$ cat src/rtl/dm633_shifter.sv
// Serialises a framebuffer into a DM633 daisy chain (DCK/DAI/LAT), last channel first.
// Define DM633_FRAMECOUNT_EN to add the 16-bit o_frames completed-frame counter.
module dm633_shifter #(
    parameter int c_ledboards  = 30,
    parameter int c_channels   = c_ledboards * 32,
    parameter int c_addr_w     = $clog2(c_channels),
    parameter int c_bpc        = 12,
    parameter int c_clkdiv     = 2,
    parameter int c_lat_cycles = 4
) (
    input  logic                i_clk,
    input  logic                i_rst,
    input  logic                i_start,
    output logic [c_addr_w-1:0] o_raddr,
    input  logic [c_bpc-1:0]    i_rdata,
    output logic                o_dck,
    output logic                o_dai,
    output logic                o_lat,
    output logic                o_busy,
    output logic                o_done
`ifdef DM633_FRAMECOUNT_EN
    ,
    output logic [15:0]         o_frames
`endif
);

    localparam int c_div_w = (c_clkdiv > 1) ? $clog2(c_clkdiv) : 1;
    localparam int c_bit_w = (c_bpc > 1) ? $clog2(c_bpc) : 1;
    localparam int c_lat_w = (c_lat_cycles > 1) ? $clog2(c_lat_cycles) : 1;
    localparam logic [c_addr_w-1:0] c_last_addr = c_addr_w'(c_channels - 1);
    localparam logic [c_div_w-1:0]  c_div_max   = c_div_w'(c_clkdiv - 1);
    localparam logic [c_bit_w-1:0]  c_bit_max   = c_bit_w'(c_bpc - 1);
    localparam logic [c_lat_w-1:0]  c_lat_max   = c_lat_w'(c_lat_cycles - 1);

    typedef enum logic [2:0] {
        S_IDLE, S_FETCH, S_LOAD, S_SHIFT, S_LATCH, S_DONE
    } state_t;

    state_t              state, state_n;
    logic [c_addr_w-1:0] addr_n;
    logic [c_bpc-1:0]    sreg, sreg_n;
    logic [c_bit_w-1:0]  bit_cnt, bit_cnt_n;
    logic [c_div_w-1:0]  div_cnt, div_cnt_n;
    logic [c_lat_w-1:0]  lat_cnt, lat_cnt_n;
    logic                pending, pending_n;
    logic                dck_n, dai_n;

    always_comb begin
        state_n   = state;
        addr_n    = o_raddr;
        sreg_n    = sreg;
        bit_cnt_n = bit_cnt;
        div_cnt_n = div_cnt;
        lat_cnt_n = lat_cnt;
        pending_n = pending | (i_start && state != S_IDLE);
        dck_n     = 1'b0;
        dai_n     = 1'b0;
        case (state)
            S_IDLE: begin
                if (i_start) begin
                    state_n = S_FETCH;
                    addr_n  = c_last_addr;
                end
            end
            S_FETCH: state_n = S_LOAD;
            S_LOAD: begin
                sreg_n    = i_rdata;
                bit_cnt_n = '0;
                div_cnt_n = '0;
                dai_n     = i_rdata[c_bpc-1];
                state_n   = S_SHIFT;
            end
            S_SHIFT: begin
                // o_dck doubles as the phase flag: low phase then high phase per bit
                dck_n = o_dck;
                dai_n = o_dai;
                if (div_cnt != c_div_max) begin
                    div_cnt_n = div_cnt + 1'b1;
                end else begin
                    div_cnt_n = '0;
                    if (!o_dck) begin
                        dck_n = 1'b1;
                    end else begin
                        dck_n = 1'b0;
                        if (bit_cnt != c_bit_max) begin
                            sreg_n    = sreg << 1;
                            bit_cnt_n = bit_cnt + 1'b1;
                            dai_n     = sreg_n[c_bpc-1];
                        end else begin
                            dai_n = 1'b0;
                            if (o_raddr == '0) begin
                                state_n   = S_LATCH;
                                lat_cnt_n = '0;
                            end else begin
                                addr_n  = o_raddr - 1'b1;
                                state_n = S_FETCH;
                            end
                        end
                    end
                end
            end
            S_LATCH: begin
                if (lat_cnt == c_lat_max) state_n = S_DONE;
                else lat_cnt_n = lat_cnt + 1'b1;
            end
            S_DONE: begin
                if (pending || i_start) begin
                    state_n   = S_FETCH;
                    addr_n    = c_last_addr;
                    pending_n = 1'b0;
                end else begin
                    state_n = S_IDLE;
                end
            end
            default: state_n = S_IDLE;
        endcase
    end

    // status outputs are registered copies of the next state
    always_ff @(posedge i_clk or posedge i_rst) begin
        if (i_rst) begin
            state   <= S_IDLE;
            o_raddr <= '0;
            sreg    <= '0;
            bit_cnt <= '0;
            div_cnt <= '0;
            lat_cnt <= '0;
            pending <= 1'b0;
            o_dck   <= 1'b0;
            o_dai   <= 1'b0;
            o_lat   <= 1'b0;
            o_busy  <= 1'b0;
            o_done  <= 1'b0;
        end else begin
            state   <= state_n;
            o_raddr <= addr_n;
            sreg    <= sreg_n;
            bit_cnt <= bit_cnt_n;
            div_cnt <= div_cnt_n;
            lat_cnt <= lat_cnt_n;
            pending <= pending_n;
            o_dck   <= dck_n;
            o_dai   <= dai_n;
            o_lat   <= (state_n == S_LATCH);
            o_busy  <= (state_n != S_IDLE);
            o_done  <= (state_n == S_DONE);
        end
    end

`ifdef DM633_FRAMECOUNT_EN
    always_ff @(posedge i_clk or posedge i_rst) begin
        if (i_rst) o_frames <= '0;
        else if (state == S_DONE) o_frames <= o_frames + 16'd1;
    end
`endif

endmodule

$ cat config.mk
export PLATFORM = sky130hd
export DESIGN_NAME = dm633_shifter
export DESIGN_NICKNAME = d
export VERILOG_FILES = /design/src/rtl/dm633_shifter.sv
export SDC_FILE = /design/constraint.sdc
export NUM_CORES = 1
export LEC_CHECK = 0
export CORE_MARGIN = 2
export CORE_UTILIZATION = 35
export CTS_BUF_LIST = sky130_fd_sc_hd__clkbuf_8
export CTS_CLUSTER_DIAMETER = 60
export DETAILED_ROUTE_END_ITERATION = 7
export PLACE_DENSITY = 0.6
export SYNTH_ARGS = -nofsm -noshare
export SYNTH_HDL_FRONTEND = slang
export SYNTH_SLANG_ARGS = --single-unit
$ cat constraint.sdc
create_clock -name i_clk -period 6.3 [get_ports i_clk]
set_clock_uncertainty 0.2 [all_clocks]
set_input_delay 0.63 -clock i_clk [delete_from_list [all_inputs] [get_ports i_clk]]
set_output_delay 0.63 -clock i_clk [all_outputs]
set_load 0.02 [all_outputs]
==> results.cfg <==
[placed_design]
dpl.hpwl_um = 2870
routabilityCongestion = 0.785
numPlacedInstances = 306
post-place-ws_ps = 3510
total_of_buffers_placed_on_input_and_output_ports = 29

[cells_and_area]
finalNetCount = 261
area.growth.synth_to_final_pct = 24.6
instances_no_fill = 314
layout-drive-gt1-share = 0.0697
antenna-diode-count = 0

[logic_synthesis]
ys_top_cells_by_count = 39 x sky130_fd_sc_hd__nor2_1, 37 x sky130_fd_sc_hd__dfrtp_1, 23 x sky130_fd_sc_hd__nor3_1
synth_area_um2 = 1900
synth_cells = 214
synth_edf_count = 0
synth_largest_area_cell = sky130_fd_sc_hd__dfrtp_1
synthMostInstantiatedCell = sky130_fd_sc_hd__nor2_1
syn_area_per_cell_um2 = 8.86
yosys_warnings = 0
synth_net_count = 232
synth.yosys.seq_area_share = 0.488
ys_async_sr_fraction = 1.00
yosys-top-cells-area = sky130_fd_sc_hd__dfrtp_1 49%, sky130_fd_sc_hd__nor2_1 7.7%, sky130_fd_sc_hd__nor3_1 6.1%, sky130_fd_sc_hd__nand2_1 4.2%, sky130_fd_sc_hd__o21ai_0 3.7%
synth_flop_cell = sky130_fd_sc_hd__dfrtp_1
share_of_the_synthesized_area_in_the_top_cell_type = 0.488
post_synth_num_cell_types = 46
ys_ff_latch = 37

[die]
die_w_um = 77.6
initial_utilization = 0.367
rows = 26
boundaryPins = 30
core_footprint_um2 = 5170
die-area_um2 = 6020
die_y_um = 77.6

[drt]
routed_wirelength_um = 4220
number_of_vias_after_detailed_routing = 1656
viasPerCell = 5.27
detail-route-antenna-nets = 0
drt_iter0_markers = 83
drt-wirelength-per-cell_um = 13.4
first_pass_iters = 4
drt_drc_violations_left = 0

[pwr]
total_power_w = 0.000473
worst_ir_drop_vdd_uv = 116
power_leakage_nw = 0.985
power-per-cell-area_nw_per_um2 = 200

[cts]
clk_path_buf_depth = 2
post_cts_hold_buffer_count = 0
clk-insertion-delay-late_ps = 290
clock_tree.root_cell = sky130_fd_sc_hd__clkbuf_8
cts.repair.resized = 0
cts_tree = yes
htree_num_levels = 2
clock_pin_slew_on_the_worst_setup_and_hold_paths_ps = 80
post_cts_buffers = 0
numCtsBuffers = 5
clkSinkCount = 37

[setup_path]
cp_data_arrival_time_ps = 2690
timing.critical_path.required_ps = 6310
setup_crit_start_kind = flop
timing.setup.critical_path_class = reg2reg
crit_path_max_fanout = 23
critPathCaptureType = flop

[sta]
setup-violations-final = 0
slew-limit-headroom = 0.503
final-hold-violation-count = 0
maxSlewViolCount = 0
layout_min_cycle_time_ps = 2680
unrepaired_setup_endpoints_after_global_routing = false
timing.setup.tns_ps = 0
final_clock_period_utilization_by_the_worst_path = 0.425
post-route-worst-setup-slack_ps = 3620
timing_worst_slew_pin_value_ps = 743
timing.fmax_ghz = 0.373

[global_route]
antenna_violations_before_repair = 0
overall_routing_resource_usage = 0.153
global_route.overflow_total = 0
grt_start_max_net_pins = 38
grt_pass1_vias = 1616
global_route_wire_length_before_repair_um = 7430

[status]
run_status = finished clean

[min_path]
min_path_type = reg2reg

[run]
drv_cap = 0
-- power breakdown --
group	switching, W	leakage [nW]	internal (W)	total (W)
clock network	0.0000834	0.0626	0.000127	0.000211
registers	0.00000207	0.448	0.000239	0.000241
logic	0.00000965	0.474	0.0000115	0.0000212
total	0.0000951	0.985	0.000378	0.000473
-- cell type report --
class | count | area [um2]
multi-input combinational | 165 | 921
sequential | 37 | 926
fill | 504 | 2810
clock buffer | 6 | 82.6
timing repair buffer | 30 | 298
clock inverter | 2 | 33.8
inverter | 4 | 15.0
tap | 70 | 87.6
-- registers in the layout (all words and copies together), names as in the netlist, 2 cells and up --
signal	flops
bit_cnt	4
state	3
sreg	11
lat_cnt	2
o_raddr	10
-- final timing paths --
path / startpoint / end / slack, ps / depth (start not counted)
min: bit_cnt[1]$_DFFE_PP0P_ / bit_cnt[1]$_DFFE_PP0P_ / 310 / 2
max in group asynchronous: i_rst / o_raddr[8]$_DFFE_PP0P_ / 5000 / 3
min reg2reg: bit_cnt[1]$_DFFE_PP0P_ / bit_cnt[1]$_DFFE_PP0P_ / 310 / 2
max reg2reg: state[2]$_DFF_PP0_ / o_raddr[6]$_DFFE_PP0P_ / 3620 / 5
min in group asynchronous: i_rst / sreg[4]$_DFFE_PP0P_ / 550 / 3
max: state[2]$_DFF_PP0_ / o_raddr[6]$_DFFE_PP0P_ / 3620 / 5
-- routing by layer --
layer / vias to the layer above / part of all wire / GRT usage
li1: 815 / - / -
met1: 795 / 0.47 / 0.214
met2: 41 / 0.47 / 0.234
met3: 5 / 0.044 / 0.0326
met4: 0 / 0.016 / 0.0536
met5: - / 0 / 0
-- worst max-delay path, cell delays in order, from the launching register on --
cell	delay [ps]
sky130_fd_sc_hd__dfrtp_1	550
sky130_fd_sc_hd__and2b_1	280
sky130_fd_sc_hd__nand2_1	570
sky130_fd_sc_hd__o21ai_0	320
sky130_fd_sc_hd__or4_1	520
sky130_fd_sc_hd__a21oi_1	160
-- placed cells by master, fill, tap and decap left out, types with 3 or more instances in the layout --
cell                              count
sky130_fd_sc_hd__or4_1                3
sky130_fd_sc_hd__ha_1                 3
sky130_fd_sc_hd__inv_1                5
sky130_fd_sc_hd__dfrtp_1             37
sky130_fd_sc_hd__nor3_1              23
sky130_fd_sc_hd__o21ai_1              3
sky130_fd_sc_hd__nand4_1              5
sky130_fd_sc_hd__nor2_1              39
sky130_fd_sc_hd__nand3_1              6
sky130_fd_sc_hd__nand2_1             21
sky130_fd_sc_hd__o21ai_0             14
sky130_fd_sc_hd__a21oi_1              6
sky130_fd_sc_hd__or2_2                3
sky130_fd_sc_hd__clkbuf_8             6
sky130_fd_sc_hd__clkdlybuf4s50_1     29
-- per-stage QoR --
stage | instance area [um2] | util | hold WS, ps
6_report | 2360 | 0.457 | 305
5_1_grt | 2360 | 0.457 | 339
4_1_cts | 2360 | 0.457 | 309
3_5_place_dp | 2250 | 0.434 | 292
3_3_place_gp | 2250 | 0.434 | 292
2_1_floorplan | 1900 | - | 266
-- kinds of logic after synthesis --
group / after synthesis / share of synthesized area
flops: 37 / 0.488
mux: 1 / 0.00528
simple gates: 116 / 0.307
compound gates: 42 / 0.140
buf+inv: 12 / 0.0264
xor+xnor: 3 / 0.0139
fa+ha+maj: 3 / 0.0198
Power figures use the tool's default switching activity.
